`config.mk`:
```
export PLATFORM = sky130hd
export DESIGN_NAME = llr_load_ctrl_flat
export DESIGN_NICKNAME = d
export VERILOG_FILES = /design/src/rtl/llr_load_ctrl_if.sv /design/src/rtl/llr_load_ctrl.sv /design/src/flat_wrapper.sv
export SDC_FILE = /design/constraint.sdc
export NUM_CORES = 1
export LEC_CHECK = 0
export CAP_MARGIN = 15
export CORE_ASPECT_RATIO = 1.1
export CORE_MARGIN = 1
export CORE_UTILIZATION = 46
export DETAILED_ROUTE_END_ITERATION = 6
export HOLD_SLACK_MARGIN = 0.12
export PLACE_DENSITY = 0.91
export SYNTH_ARGS = -nofsm -noshare
export SYNTH_HDL_FRONTEND = slang
export SYNTH_SLANG_ARGS = --single-unit
```
`constraint.sdc`:
```
create_clock -name clk -period 3.5 [get_ports clk]
set_input_delay 0.7 -clock clk [delete_from_list [all_inputs] [get_ports clk]]
set_output_delay 0.7 -clock clk [all_outputs]
set_load 0.005 [all_outputs]
```
`src/rtl/llr_load_ctrl_if.sv`:
```
// Bundle between the LLR frame loader, the sample source, the quantiser, the LLR
// memory and the decoder. master = loader side, slave = environment side.
interface llr_load_ctrl_if #(
   parameter int DATA_W = 6,
   parameter int ADDR_W = 10
);
   logic                     start;
   logic        [3:0]        cfg_snr_idx;
   logic signed [4:0]        cfg_frac_w;
   logic                     in_valid;
   logic                     in_ready;
   logic signed [15:0]       in_data;
   logic        [3:0]        q_snr_idx;
   logic signed [4:0]        q_frac_w;
   logic signed [15:0]       q_data;
   logic signed [DATA_W-1:0] q_llr;
   logic                     mem_we;
   logic        [ADDR_W-1:0] mem_addr;
   logic signed [DATA_W-1:0] mem_wdata;
   logic                     frame_valid;
   logic                     dec_take;
   logic                     busy;
   logic        [ADDR_W:0]   sat_count;

   modport master (
      input  start, cfg_snr_idx, cfg_frac_w, in_valid, in_data, q_llr, dec_take,
      output in_ready, q_snr_idx, q_frac_w, q_data, mem_we, mem_addr, mem_wdata,
             frame_valid, busy, sat_count
   );

   modport slave (
      output start, cfg_snr_idx, cfg_frac_w, in_valid, in_data, q_llr, dec_take,
      input  in_ready, q_snr_idx, q_frac_w, q_data, mem_we, mem_addr, mem_wdata,
             frame_valid, busy, sat_count
   );
endinterface

```
`src/rtl/llr_load_ctrl.sv`:
```
// Loads one codeword of quantised channel LLRs into decoder memory, then offers it
// with a valid/take handshake. `define LLR_SAT_CNT_EN adds a saturated-LLR counter.
module llr_load_ctrl #(
   parameter int DATA_W = 6,
   parameter int N      = 648,
   parameter int ADDR_W = 10
) (
   input  logic                 clk,
   input  logic                 rst,
   llr_load_ctrl_if.master      bus
);

   typedef enum logic [1:0] {IDLE, LOAD, LAST, DONE} state_t;

   localparam logic [ADDR_W-1:0] LAST_IDX = ADDR_W'(N - 1);

   state_t                   state_q;
   logic        [ADDR_W-1:0] cnt_q, cnt_d;
   logic        [ADDR_W-1:0] addr_q;
   logic                     we_q;
   logic signed [15:0]       data_q;
   logic        [3:0]        snr_q;
   logic signed [4:0]        frac_q;
   logic                     hs;

   assign hs    = bus.in_valid && (state_q == LOAD);
   assign cnt_d = cnt_q + 1'b1;

   always_ff @(posedge clk or posedge rst) begin
      if (rst) begin
         state_q <= IDLE;
         cnt_q   <= '0;
         addr_q  <= '0;
         we_q    <= 1'b0;
         data_q  <= '0;
         snr_q   <= '0;
         frac_q  <= '0;
      end else begin
         we_q <= 1'b0;
         case (state_q)
            IDLE: begin
               if (bus.start) begin
                  snr_q   <= bus.cfg_snr_idx;
                  frac_q  <= bus.cfg_frac_w;
                  cnt_q   <= '0;
                  state_q <= LOAD;
               end
            end
            LOAD: begin
               // Register the sample; the quantiser output is written next cycle.
               if (hs) begin
                  data_q <= bus.in_data;
                  we_q   <= 1'b1;
                  addr_q <= cnt_q;
                  cnt_q  <= cnt_d;
                  if (cnt_q == LAST_IDX) state_q <= LAST;
               end
            end
            LAST:    state_q <= DONE;
            DONE:    if (bus.dec_take) state_q <= IDLE;
            default: state_q <= IDLE;
         endcase
      end
   end

   assign bus.in_ready    = (state_q == LOAD);
   assign bus.busy        = (state_q != IDLE);
   assign bus.frame_valid = (state_q == DONE);
   assign bus.q_snr_idx   = snr_q;
   assign bus.q_frac_w    = frac_q;
   assign bus.q_data      = data_q;
   assign bus.mem_we      = we_q;
   assign bus.mem_addr    = addr_q;
   assign bus.mem_wdata   = bus.q_llr;

`ifdef LLR_SAT_CNT_EN
   logic [ADDR_W:0] sat_q;

   function automatic logic is_sat(input logic signed [DATA_W-1:0] v);
      return (v == {1'b0, {(DATA_W-1){1'b1}}}) || (v == {1'b1, {(DATA_W-1){1'b0}}});
   endfunction

   always_ff @(posedge clk or posedge rst) begin
      if (rst) begin
         sat_q <= '0;
      end else if (state_q == IDLE && bus.start) begin
         sat_q <= '0;
      end else if (we_q && is_sat(bus.q_llr)) begin
         sat_q <= sat_q + 1'b1;
      end
   end

   assign bus.sat_count = sat_q;
`else
   assign bus.sat_count = '0;
`endif

endmodule

```
`src/flat_wrapper.sv`:
```
// flat-port wrapper written by rule: the top's interface ports become plain ports
module llr_load_ctrl_flat 
#(
   parameter int DATA_W = 6,
   parameter int N      = 648,
   parameter int ADDR_W = 10
)
  (clk, rst, bus_start, bus_cfg_snr_idx, bus_cfg_frac_w, bus_in_valid, bus_in_data, bus_q_llr, bus_dec_take, bus_in_ready, bus_q_snr_idx, bus_q_frac_w, bus_q_data, bus_mem_we, bus_mem_addr, bus_mem_wdata, bus_frame_valid, bus_busy, bus_sat_count);
  llr_load_ctrl_if #(.DATA_W(DATA_W), .ADDR_W(ADDR_W)) bus_i ();
  input  logic clk;
  input  logic rst;
  input wire logic [$bits(bus_i.start)-1:0] bus_start;
  input wire logic [$bits(bus_i.cfg_snr_idx)-1:0] bus_cfg_snr_idx;
  input wire logic [$bits(bus_i.cfg_frac_w)-1:0] bus_cfg_frac_w;
  input wire logic [$bits(bus_i.in_valid)-1:0] bus_in_valid;
  input wire logic [$bits(bus_i.in_data)-1:0] bus_in_data;
  input wire logic [$bits(bus_i.q_llr)-1:0] bus_q_llr;
  input wire logic [$bits(bus_i.dec_take)-1:0] bus_dec_take;
  output wire logic [$bits(bus_i.in_ready)-1:0] bus_in_ready;
  output wire logic [$bits(bus_i.q_snr_idx)-1:0] bus_q_snr_idx;
  output wire logic [$bits(bus_i.q_frac_w)-1:0] bus_q_frac_w;
  output wire logic [$bits(bus_i.q_data)-1:0] bus_q_data;
  output wire logic [$bits(bus_i.mem_we)-1:0] bus_mem_we;
  output wire logic [$bits(bus_i.mem_addr)-1:0] bus_mem_addr;
  output wire logic [$bits(bus_i.mem_wdata)-1:0] bus_mem_wdata;
  output wire logic [$bits(bus_i.frame_valid)-1:0] bus_frame_valid;
  output wire logic [$bits(bus_i.busy)-1:0] bus_busy;
  output wire logic [$bits(bus_i.sat_count)-1:0] bus_sat_count;
  assign bus_i.start = bus_start;
  assign bus_i.cfg_snr_idx = bus_cfg_snr_idx;
  assign bus_i.cfg_frac_w = bus_cfg_frac_w;
  assign bus_i.in_valid = bus_in_valid;
  assign bus_i.in_data = bus_in_data;
  assign bus_i.q_llr = bus_q_llr;
  assign bus_i.dec_take = bus_dec_take;
  assign bus_in_ready = bus_i.in_ready;
  assign bus_q_snr_idx = bus_i.q_snr_idx;
  assign bus_q_frac_w = bus_i.q_frac_w;
  assign bus_q_data = bus_i.q_data;
  assign bus_mem_we = bus_i.mem_we;
  assign bus_mem_addr = bus_i.mem_addr;
  assign bus_mem_wdata = bus_i.mem_wdata;
  assign bus_frame_valid = bus_i.frame_valid;
  assign bus_busy = bus_i.busy;
  assign bus_sat_count = bus_i.sat_count;
  llr_load_ctrl #(.DATA_W(DATA_W), .N(N), .ADDR_W(ADDR_W)) u_core (.clk(clk), .rst(rst), .bus(bus_i));
endmodule
```
* Word-level counts from Yosys, hierarchy flattened
Index checks and enable logic that the tools add are counted.
Word-level totals: bits of input ports 36, bits in registers 48, word-level logic and storage cells 34
Cells by class: add/subtract/negate cells 1, multiplexer cells 10, reductions and logical operators 8, eq/ne operators 8
Operators with widths (number):
- 10-bit 2-to-1 mux | 2
- 10-bit case mux with 2 select lines | 1
- 10-bit by 1-bit adder with 10-bit output (second input constant) | 1
- 10-bit == test (second input constant) | 1
- 2-bit 2-to-1 mux | 4
- 2-bit case mux with 4 select lines | 1
- 2-bit == test (second input constant) | 2
- 2-bit by 1-bit inequality test with 1-bit output (second input constant) | 2
- 2-bit inequality test (second input constant) | 2
- 2-bit AND reduction | 2
- 4-bit AND reduction | 1
- 2-bit nonzero test | 2
- 3-bit AND reduction | 1
- 2-bit by 1-bit == test with 1-bit output (second input constant) | 1
- 2-bit zero test | 1
- 1-bit 2-to-1 mux | 2
- 1-bit logical AND | 1

* Longest topological paths before layout
Gate-level depths: netlist of the first run.
word-level depth 4, gate-level depth with buffers 8, depth with buffers taken out 6

* Least setup slack after synthesis of the first run
Ideal clock, no wire load.
path kind register -> register, start reg u_core.state_q[1], end reg u_core.cnt_q[6], buffers on the path 1, stages on the path, launching flop included 8, data arrival time 1.943 ns, slack 1.479 ns, library setup time 0.078 ns, cells stage by stage dfrtp_1 inv_1 ha_1 buf_2 mux2i_1 or4b_4 or3_1 a21oi_1
Between the ends: cells in the longest elaborated chain, start to end 4
RTL lines:
- start: declaration | RTL line llr_load_ctrl.sv:17 | state_t state_q;
- start signal: assignment | RTL line llr_load_ctrl.sv:31 | state_q <= IDLE;
- start signal: assignment | RTL line llr_load_ctrl.sv:46 | state_q <= LOAD;
- start signal: assignment | RTL line llr_load_ctrl.sv:56 | if (cnt_q == LAST_IDX) state_q <= LAST;
- 2-bit by 1-bit == test with 1-bit output *
- net bus_in_ready | RTL line flat_wrapper.sv:19 | output wire logic [$bits(bus_i.in_ready)-1:0] bus_in_ready;
- 1-bit logical AND | RTL line llr_load_ctrl.sv:26 | assign hs = bus.in_valid && (state_q == LOAD);
- 2-bit by 1-bit inequality test with 1-bit output (no source line)
- 3-bit AND reduction (no source line)
- end signal: assignment | RTL line llr_load_ctrl.sv:55 | cnt_q <= cnt_d;
- end: declaration | RTL line llr_load_ctrl.sv:18 | logic [ADDR_W-1:0] cnt_q, cnt_d;
The timed path passes the listed nets; every way through them passes the cells marked *. A chain may end at the register's enable or synchronous reset.

* Worst setup path in the final report of the first run
start reg u_core.state_q[1], end out bus_in_ready
Between the ends: cells in the longest elaborated chain, start to end 1
RTL lines:
- 2-bit by 1-bit == test with 1-bit output | RTL line llr_load_ctrl.sv:66 | assign bus.in_ready = (state_q == LOAD);
- end: declaration | RTL line flat_wrapper.sv:19
No other way between the ends.

==> metrics.txt, run 1 <==
Post-Syn Area per Cell 12.2 µm²; clock tree buffer depth 2; Max VDD drop 0.290 mV; Via density 5.05; post-cts hold buffer count 0; diodes inserted 0; worst hold slack 0.506 ns; Final Hold Viols 0; vias after detailed routing 1504; postcts setup bufs 0; Final Util 65.8%; Worst setup SP type register; DRC 0; Worst Path Max Fanout 11; mapped cell area 2190 µm²; die height 74.4 µm; global route overflow 0; largest area contributor in the netlist dfrtp_1; vias in the first global route 1582; Slew Viols, Final 0; Routed Wire Length 4100 µm; leakage 1.31 nW; placed cell count 290; Area growth syn-to-layout 33.5%; Post-DP HPWL 2950 µm; Num CTS Buffers 5; status completed; commonest cells in the netlist dfrtp_1, mux2_2, buf_4, nand2_1, o21ai_0; pre-CTS setup slack 0.919 ns; clock sink count 48; Register Area 1200 µm²; Root Driver clkbuf_8; # setup viols final 0; critical path launch point u_core.state_q[1]$_DFFE_PP0P_; Post-CTS Resized 0; ratio of cells with drive above 1 in the final layout 17.6%; NumNets Final 285; WL/cell 13.8 µm; First-pass DRT Iterations 4; Synth top area share 54.9%; EDFF count, synth 0; Yosys reg bits 48; max cap viols 0; Antenna Nets Post-Route 0; Top Ports 92; Setup TNS 0 ns; Tmin final 2.49 ns; total design power 1.35 mW; FP Rows 25; clock tree from TritonCTS done; Clock Skews 0.00653 ns; DIE AREA 5040 µm²; Placer Congestion 0.750; Tot GR Track Use 18.2%; PortBufs 68; largest net degree at the start of global routing 49; distinct cell type count after synthesis 28; Hold WC Path Type register to register; FILL cells 356; clock latency on the worst-skew pair 0.30 ns; Clk pin slew, worst setup/hold paths 0.08 ns; Crit path required time 2.80 ns; Pwr Density 461 nW/µm²; Finished Layout Cells 298; Main synth FF type dfrtp_1; design area 2920 µm²; Synth area leaders dfrtp_1, mux2_2, buf_4, ha_1, o21ai_0; Slew @ Worst Pin 0.970 ns; fin worst setup slack 1.01 ns; Ys Warns 0; fin crit share 71.0%; worst endpoint data arrival time 1.79 ns; die outline width 67.8 µm; Post-DP Area 2830 µm²; top-count cell post-synth dfrtp_1; fmax 402 MHz; initial antenna violation count 0; htree depth 2; first-pass GRT wire length 6730 µm; multi-input logic area 843 µm²; Synth Instances 179; CP endpoint kind primary output; Crit Path Class register to primary output; RSZ-0062 raised after global routing no; core area 4440 µm²; critical hold path startpoint u_core.bus.mem_addr[4]$_DFFE_PP0P_; register area share after synthesis 54.9%; Synth async-reset ratio 100%; Starting Density 49.3%; Slew HR 35.3%; worst r2r src u_core.state_q[1]$_DFFE_PP0P_; initial DRC count 67
## cell type report
cell class / instances / area share, %
clock buffers: 8 / 3.08
inverters: 9 / 1.16
multi-input cells: 110 / 28.8
flip-flops and latches: 48 / 41.1
well taps: 54 / 2.31
repair buffers: 69 / 23.5
## power breakdown
part | internal, mW | switching [mW] | total (mW)
combinational | 0.191 | 0.107 | 0.298
sequential | 0.638 | 0.0764 | 0.714
clock | 0.161 | 0.174 | 0.335
## critical path, cell delays in order (launching register included)
cell and delay (ns):
dfrtp_1 0.42, inv_1 0.11, ha_1 0.37, clkdlybuf4s50_1 0.58
## sequential cells by signal, indices dropped and copies added, names as in the netlist
signal                flops
u_core.bus.q_frac_w       5
u_core.bus.mem_we         1
u_core.bus.mem_addr      10
u_core.bus.q_data        16
u_core.state_q            2
u_core.bus.q_snr_idx      4
u_core.cnt_q             10
## cell families after synthesis
| logic type | Yosys count | synth area share, % |
|---|---|---|
| simple gates | 34 | 8.63 |
| flops | 48 | 54.9 |
| other cells | 1 | 0.171 |
| compound gates | 22 | 5.83 |
| mux | 36 | 18.3 |
| xor+xnor | 1 | 0.400 |
| buf+inv | 31 | 8.34 |
| fa+ha+maj | 6 | 3.43 |
## routing by layer
| layer | GRT usage [%] | up-vias | share of wire (%) |
|---|---|---|---|
| met5 | 0 | - | 0 |
| met4 | 9.03 | 0 | 2.0 |
| met3 | 5.67 | 9 | 7.6 |
| met2 | 31.9 | 63 | 50 |
| met1 | 19.5 | 716 | 40 |
| li1 | - | 716 | - |
## placed cells by master (no fill, tap or decap)
cell type         n
nand2_1          13
a32o_1            1
nand4b_1          1
xnor2_1           1
nand4_1           1
and3_1            1
nor2_1            3
clkbuf_1          2
a21oi_1           5
a31oi_1           2
clkbuf_8          6
or3_1             5
o21ai_0          11
or2_2             1
a22o_1            2
mux2i_1           3
dfrtp_1          48
clkdlybuf4s50_1  68
o31ai_1           1
nand4bb_1         2
nand2b_1          3
mux2_2           33
buf_4             1
conb_1           11
ha_1              6
or4b_4            1
inv_2             1
nand3_1           3
inv_1             8
## final timing paths
kind	endpoint	slack [ns]	depth (start not counted)
worst max-delay path	bus_in_ready	1.01	3
worst max register to register	u_core.cnt_q[6]$_DFFE_PP0P_	1.22	6
max in group asynchronous	u_core.bus.mem_addr[9]$_DFFE_PP0P_	1.96	2
worst min register to register	u_core.bus.mem_addr[4]$_DFFE_PP0P_	0.51	2
min in group asynchronous	u_core.bus.q_data[12]$_DFFE_PP0P_	0.94	2
worst min-delay path	u_core.bus.mem_addr[4]$_DFFE_PP0P_	0.51	2
Power figures use the tool's default switching activity.
==> inputs of run 2 (changes only) <==
Settings changed: CORE_UTILIZATION 46 to 42, PLACE_DENSITY 0.91 to 0.84.
Clock period 3.5 ns to 2.55 ns, I/O delays scaled along.
==> metrics.txt, run 2 (synthesis results as in run 1) <==
status completed (unchanged); Via density 5.03 (was 5.05); DIE AREA 5510 µm² (was 5040 µm²); Starting Density 43.8% (was 49.3%); post-cts hold buffer count 0 (unchanged); Post-DP HPWL 3030 µm (was 2950 µm); ratio of cells with drive above 1 in the final layout 19.7% (was 17.6%); Num CTS Buffers 5 (unchanged); die outline width 70.8 µm (was 67.8 µm); clock latency on the worst-skew pair 0.30 ns (about the same); core area 5000 µm² (was 4440 µm²); PortBufs 68 (unchanged); WL/cell 13.2 µm (was 13.8 µm); leakage 1.35 nW (was 1.31 nW); Max VDD drop 0.314 mV (was 0.290 mV); worst hold slack 0.485 ns (was 0.506 ns); Top Ports 92 (unchanged); fin worst setup slack 0.254 ns (was 1.01 ns); initial antenna violation count 0 (unchanged); Pwr Density 645 nW/µm² (was 461 nW/µm²); Crit Path Class register to primary output (unchanged); largest net degree at the start of global routing 24 (was 49); Antenna Nets Post-Route 0 (unchanged); vias in the first global route 1528 (was 1582); fin crit share 90.0%; # setup viols final 0 (unchanged); Root Driver clkbuf_8 (unchanged); Tmin final 2.30 ns; Post-CTS Resized 0 (unchanged); DRC 0 (unchanged); FP Rows 27 (was 25); die height 77.7 µm (was 74.4 µm); Finished Layout Cells 307 (was 298); Slew Viols, Final 0 (unchanged); NumNets Final 290 (was 285); Area growth syn-to-layout 36.3% (was 33.5%); vias after detailed routing 1544 (was 1504); Crit path required time 2.04 ns (was 2.80 ns); htree depth 2 (unchanged); clock tree buffer depth 2 (unchanged); hold worst-path end u_core.bus.mem_addr[8]$_DFFE_PP0P_ (was u_core.bus.mem_addr[4]$_DFFE_PP0P_); Hold WC Path Type register to register (unchanged); Clk pin slew, worst setup/hold paths 0.09 ns (was 0.08 ns); max cap viols 0 (unchanged); critical hold path startpoint u_core.bus.mem_addr[8]$_DFFE_PP0P_ (was u_core.bus.mem_addr[4]$_DFFE_PP0P_); pre-CTS setup slack 0.224 ns (was 0.919 ns); clock tree from TritonCTS done (unchanged); worst r2r path cells 6 (unchanged); initial DRC count 82 (was 67); Placer Congestion 0.779 (was 0.750); cells along the critical path inv_1, ha_1, buf_4, clkdlybuf4s50_1 (was inv_1, ha_1, clkdlybuf4s50_1); worst r2r dst u_core.cnt_q[6]$_DFFE_PP0P_ (unchanged); Routed Wire Length 4070 µm (was 4100 µm); Worst setup SP type register (unchanged); global route overflow 0 (unchanged); first-pass GRT wire length 6740 µm (was 6730 µm); Crit path largest cell delay 0.51 ns (was 0.58 ns); RSZ-0062 raised after global routing no (unchanged); Setup TNS 0 ns (unchanged); placed cell count 299 (was 290); worst endpoint data arrival time 1.79 ns (about the same); CP endpoint kind primary output (unchanged); number of flip-flops in the largest register 16 (unchanged); reg-to-reg slack, setup 0.41 ns (was 1.22 ns); Clock Skews 0.00878 ns (was 0.00653 ns); postcts setup bufs 0 (unchanged); CP max-delay cell clkdlybuf4s50_1 (unchanged); clock sink count 48 (unchanged); Final Hold Viols 0 (unchanged); most frequent cells in the layout clkdlybuf4s50_1, dfrtp_1, mux2_2, nand2_1 (unchanged); diodes inserted 0 (unchanged); Tot GR Track Use 15.8% (was 18.2%); commonest non-fill, non-tap cell in the layout clkdlybuf4s50_1 (unchanged); First-pass DRT Iterations 6 (was 4); worst hold stages 2 (unchanged); fmax 436 MHz; worst r2r src u_core.state_q[0]$_DFFE_PP0P_ (was u_core.state_q[1]$_DFFE_PP0P_); Worst Path Max Fanout 7 (was 11)
run 2: layout make-up:
class,instances,area (µm²)
timing repair buffer,74,726
tap,58,72.6
fill,439,2020
inverter,9,33.8
multi-input combinational,110,843
sequential,48,1200
clock inverter,2,35.0
clock buffer,6,72.6
run 2: worst max path at each step:
stage | from | end | slack, ns | cells after the start
2_1_floorplan | u_core.state_q[1]$_DFFE_PP0P_ | u_core.cnt_q[6]$_DFFE_PP0P_ | 0.53 | 7
3_3_place_gp | bus_start | u_core.cnt_q[8]$_DFFE_PP0P_ | 0.30 | 5
3_5_place_dp | bus_start | u_core.cnt_q[6]$_DFFE_PP0P_ | 0.22 | 5
4_1_cts | u_core.state_q[1]$_DFFE_PP0P_ | bus_in_ready | 0.26 | 4
5_1_grt | u_core.state_q[1]$_DFFE_PP0P_ | bus_in_ready | 0.18 | 4
6_report | u_core.state_q[1]$_DFFE_PP0P_ | bus_in_ready | 0.25 | 4
run 2: through the flow:
step / total power, mW / utilization, % / instance area (µm²)
floorplan: 1.18 / - / 2230
global placement: 1.39 / 57.5 / 2880
detailed placement: 1.41 / 57.5 / 2880
CTS: 1.95 / 59.7 / 2980
global route: 2.04 / 59.7 / 2980
finish: 1.92 / 59.7 / 2980
run 2: power by group:
group	leakage, nW	total (mW)	switching (mW)	internal [mW]
clock network	0.0552	0.531	0.240	0.291
logic	0.693	0.417	0.151	0.266
registers	0.599	0.976	0.101	0.876
total	1.35	1.92	0.491	1.43
run 2: per-layer routing:
layer  vias to the layer above  track usage (%)  wire length [µm]
li1                        728                -                 -
met4                         0             6.20                77
met3                        10             5.45               254
met2                        61             26.6              2040
met5                         -                0                 0
met1                       745             18.4              1700
run 2: worst max-delay path: cells and delay by family, from the launching register on:
| family | cells | cell delay (ns) |
|---|---|---|
| buffers and inverters | 3 | 0.81 |
| flip-flops | 1 | 0.42 |
| adder cells (fa/ha/maj) | 1 | 0.26 |
==> inputs of run 3 (changes only) <==
Settings changed: CORE_UTILIZATION 42 to 55, DONT_BUFFER_PORTS set to 1, PLACE_DENSITY 0.84 to 0.75.
==> metrics.txt, run 3 (synthesis results as in run 1) <==
status completed (unchanged); DRC 0 (unchanged); Post-CTS Resized 0 (unchanged); Slew Viols, Final 0 (unchanged); clock latency on the worst-skew pair 0.30 ns (about the same); worst hold slack 0.299 ns (was 0.485 ns); Setup TNS 0 ns (unchanged); post-cts hold buffer count 0 (unchanged); switching share of total power 28.7% (was 25.5%); RSZ-0062 raised after global routing no (unchanged); max cap viols 0 (unchanged); clock tree from TritonCTS done (unchanged); Placer Congestion 0.823 (was 0.779); PortBufs 0 (was 68); Crit path largest cell delay 0.57 ns (was 0.51 ns); die outline width 62.2 µm (was 70.8 µm); Crit Path Class register to register (was register to primary output); Tmin final 2.32 ns (was 2.30 ns); NumNets Final 218 (was 290); ratio of cells with drive above 1 in the final layout 25.6% (was 19.7%); die height 68.2 µm (was 77.7 µm); WL/cell 17.3 µm (was 13.2 µm); combinational fraction of design power 13.5% (was 21.7%); First-pass DRT Iterations 4 (was 6); Slew HR 36.8%; postcts setup bufs 0 (unchanged); Pint 1.18 mW (was 1.43 mW); Crit path required time 2.78 ns (was 2.04 ns); FP Rows 23 (was 27); Flop pwr share 60.7% (was 50.8%); Starting Density 59.0% (was 43.8%); Final Hold Viols 0 (unchanged); Clk pin slew, worst setup/hold paths 0.08 ns (was 0.09 ns); clock sink count 48 (unchanged); Top Ports 92 (unchanged); Antenna Nets Post-Route 0 (unchanged); Worst setup SP type register (unchanged); Worst Path Max Fanout 11 (was 7); Area growth syn-to-layout 2.17% (was 36.3%); vias in the first global route 1409 (was 1528); Tot GR Track Use 19.7% (was 15.8%); Pwr Density 737 nW/µm² (was 645 nW/µm²); CP max-delay cell or4b_4 (was clkdlybuf4s50_1); leakage 1.05 nW (was 1.35 nW); DIE AREA 4240 µm² (was 5510 µm²); clock tree buffer depth 2 (unchanged); NetSw 0.474 mW (was 0.491 mW); CP endpoint kind register (was primary output); Clock Skews 0.00511 ns (was 0.00878 ns); reg-to-reg slack, setup 0.23 ns (was 0.41 ns); Post-DP HPWL 2840 µm (was 3030 µm); cells along the critical path inv_1, ha_1, mux2i_1, or4b_4, or3_1, a21oi_1 (was inv_1, ha_1, buf_4, clkdlybuf4s50_1); worst endpoint data arrival time 2.54 ns (was 1.79 ns); global route overflow 0 (unchanged); initial antenna violation count 0 (unchanged); Via density 5.72 (was 5.03); Root Driver clkbuf_8 (unchanged); # setup viols final 0 (unchanged); clock share of power 25.7% (was 27.6%); core area 3710 µm² (was 5000 µm²); vias after detailed routing 1292 (was 1544); Num CTS Buffers 5 (unchanged); largest net degree at the start of global routing 49 (was 24); commonest non-fill, non-tap cell in the layout dfrtp_1 (was clkdlybuf4s50_1); number of flip-flops in the largest register 16 (unchanged); Routed Wire Length 3900 µm (was 4070 µm); Slew @ Worst Pin 0.947 ns; worst r2r src u_core.state_q[1]$_DFFE_PP0P_ (was u_core.state_q[0]$_DFFE_PP0P_); Max VDD drop 0.616 mV (was 0.314 mV); worst r2r path cells 6 (unchanged); fin crit share 90.9% (was 90.0%); htree depth 2 (unchanged); worst r2r dst u_core.cnt_q[8]$_DFFE_PP0P_ (was u_core.cnt_q[6]$_DFFE_PP0P_); first-pass GRT wire length 6240 µm (was 6740 µm); Hold WC Path Type primary input to async pin (was register to register); most frequent cells in the layout dfrtp_1, mux2_2, nand2_1, o21ai_0, conb_1 (was clkdlybuf4s50_1, dfrtp_1, mux2_2, nand2_1); initial DRC count 27 (was 82); diodes inserted 0 (unchanged); fmax 432 MHz (was 436 MHz)
==> run 3: cell count changes in the layout (fill, tap and decap cells not counted), sizes merged <==
cell           previous run  this run
clkbuf                    6         5
buf                       6         2
bufinv                    1         0
clkdlybuf4s50            68         0
clkinvlp                  0         1
==> run 3: final cells by class <==
type | count | area (µm²)
Multi-Input combinational cell | 110 | 843
Inverter | 9 | 33.8
Tap cell | 50 | 62.6
Clock inverter | 2 | 12.5
Clock buffer | 5 | 68.8
Sequential cell | 48 | 1200
Timing Repair Buffer | 2 | 15.0
Fill cell | 294 | 1480
==> run 3: per-stage QoR <==
stage	power (mW)	area [µm²]	std cells	util, %	worst slack, ns
final	1.65	2240	226	60.3	0.233
after global routing	1.74	2240	226	60.3	0.108
after CTS	1.66	2240	226	60.3	0.268
after detailed placement	1.24	2160	219	58.1	0.290
after global placement	1.22	2160	219	58.1	0.394
after floorplan	1.18	2230	189	-	0.529
==> run 3: power groups by stage <==
stage	clock, mW	combinational [mW]	sequential, mW
after floorplan	0	0.206	0.975
after global placement	0	0.209	1.01
after detailed placement	0	0.227	1.01
after CTS	0.433	0.226	1.00
after global routing	0.466	0.254	1.02
final	0.424	0.223	1.00
==> run 3: worst max-delay path, delay by kind of cell (launching register included) <==
family                     cells  cell delay (ns)
and+or+nand+nor                2             0.94
DFF                            1             0.42
adders and majority gates      1             0.40
muxes                          1             0.24
AOI/OAI and AO/OA              1             0.15
buffers and inverters          1             0.11
==> run 3: worst max-delay path by stage <==
| stage | to | startpoint | slack (ns) | cells past startpoint |
|---|---|---|---|---|
| 2_1_floorplan | u_core.cnt_q[6]$_DFFE_PP0P_ | u_core.state_q[1]$_DFFE_PP0P_ | 0.53 | 7 |
| 4_1_cts | u_core.cnt_q[8]$_DFFE_PP0P_ | u_core.state_q[1]$_DFFE_PP0P_ | 0.27 | 6 |
| 3_3_place_gp | u_core.cnt_q[8]$_DFFE_PP0P_ | u_core.state_q[1]$_DFFE_PP0P_ | 0.39 | 6 |
| 6_report | u_core.cnt_q[8]$_DFFE_PP0P_ | u_core.state_q[1]$_DFFE_PP0P_ | 0.23 | 6 |
| 3_5_place_dp | u_core.cnt_q[8]$_DFFE_PP0P_ | u_core.state_q[1]$_DFFE_PP0P_ | 0.29 | 6 |
| 5_1_grt | u_core.cnt_q[8]$_DFFE_PP0P_ | u_core.state_q[1]$_DFFE_PP0P_ | 0.11 | 6 |
==> run 3: metal layers <==
metal / track usage (%) / up-vias / routed length [µm]
li1: - / 581 / -
met1: 20.9 / 627 / 1490
met2: 33.8 / 71 / 2000
met3: 7.00 / 13 / 317
met4: 13.4 / 0 / 94
met5: 0 / - / 0
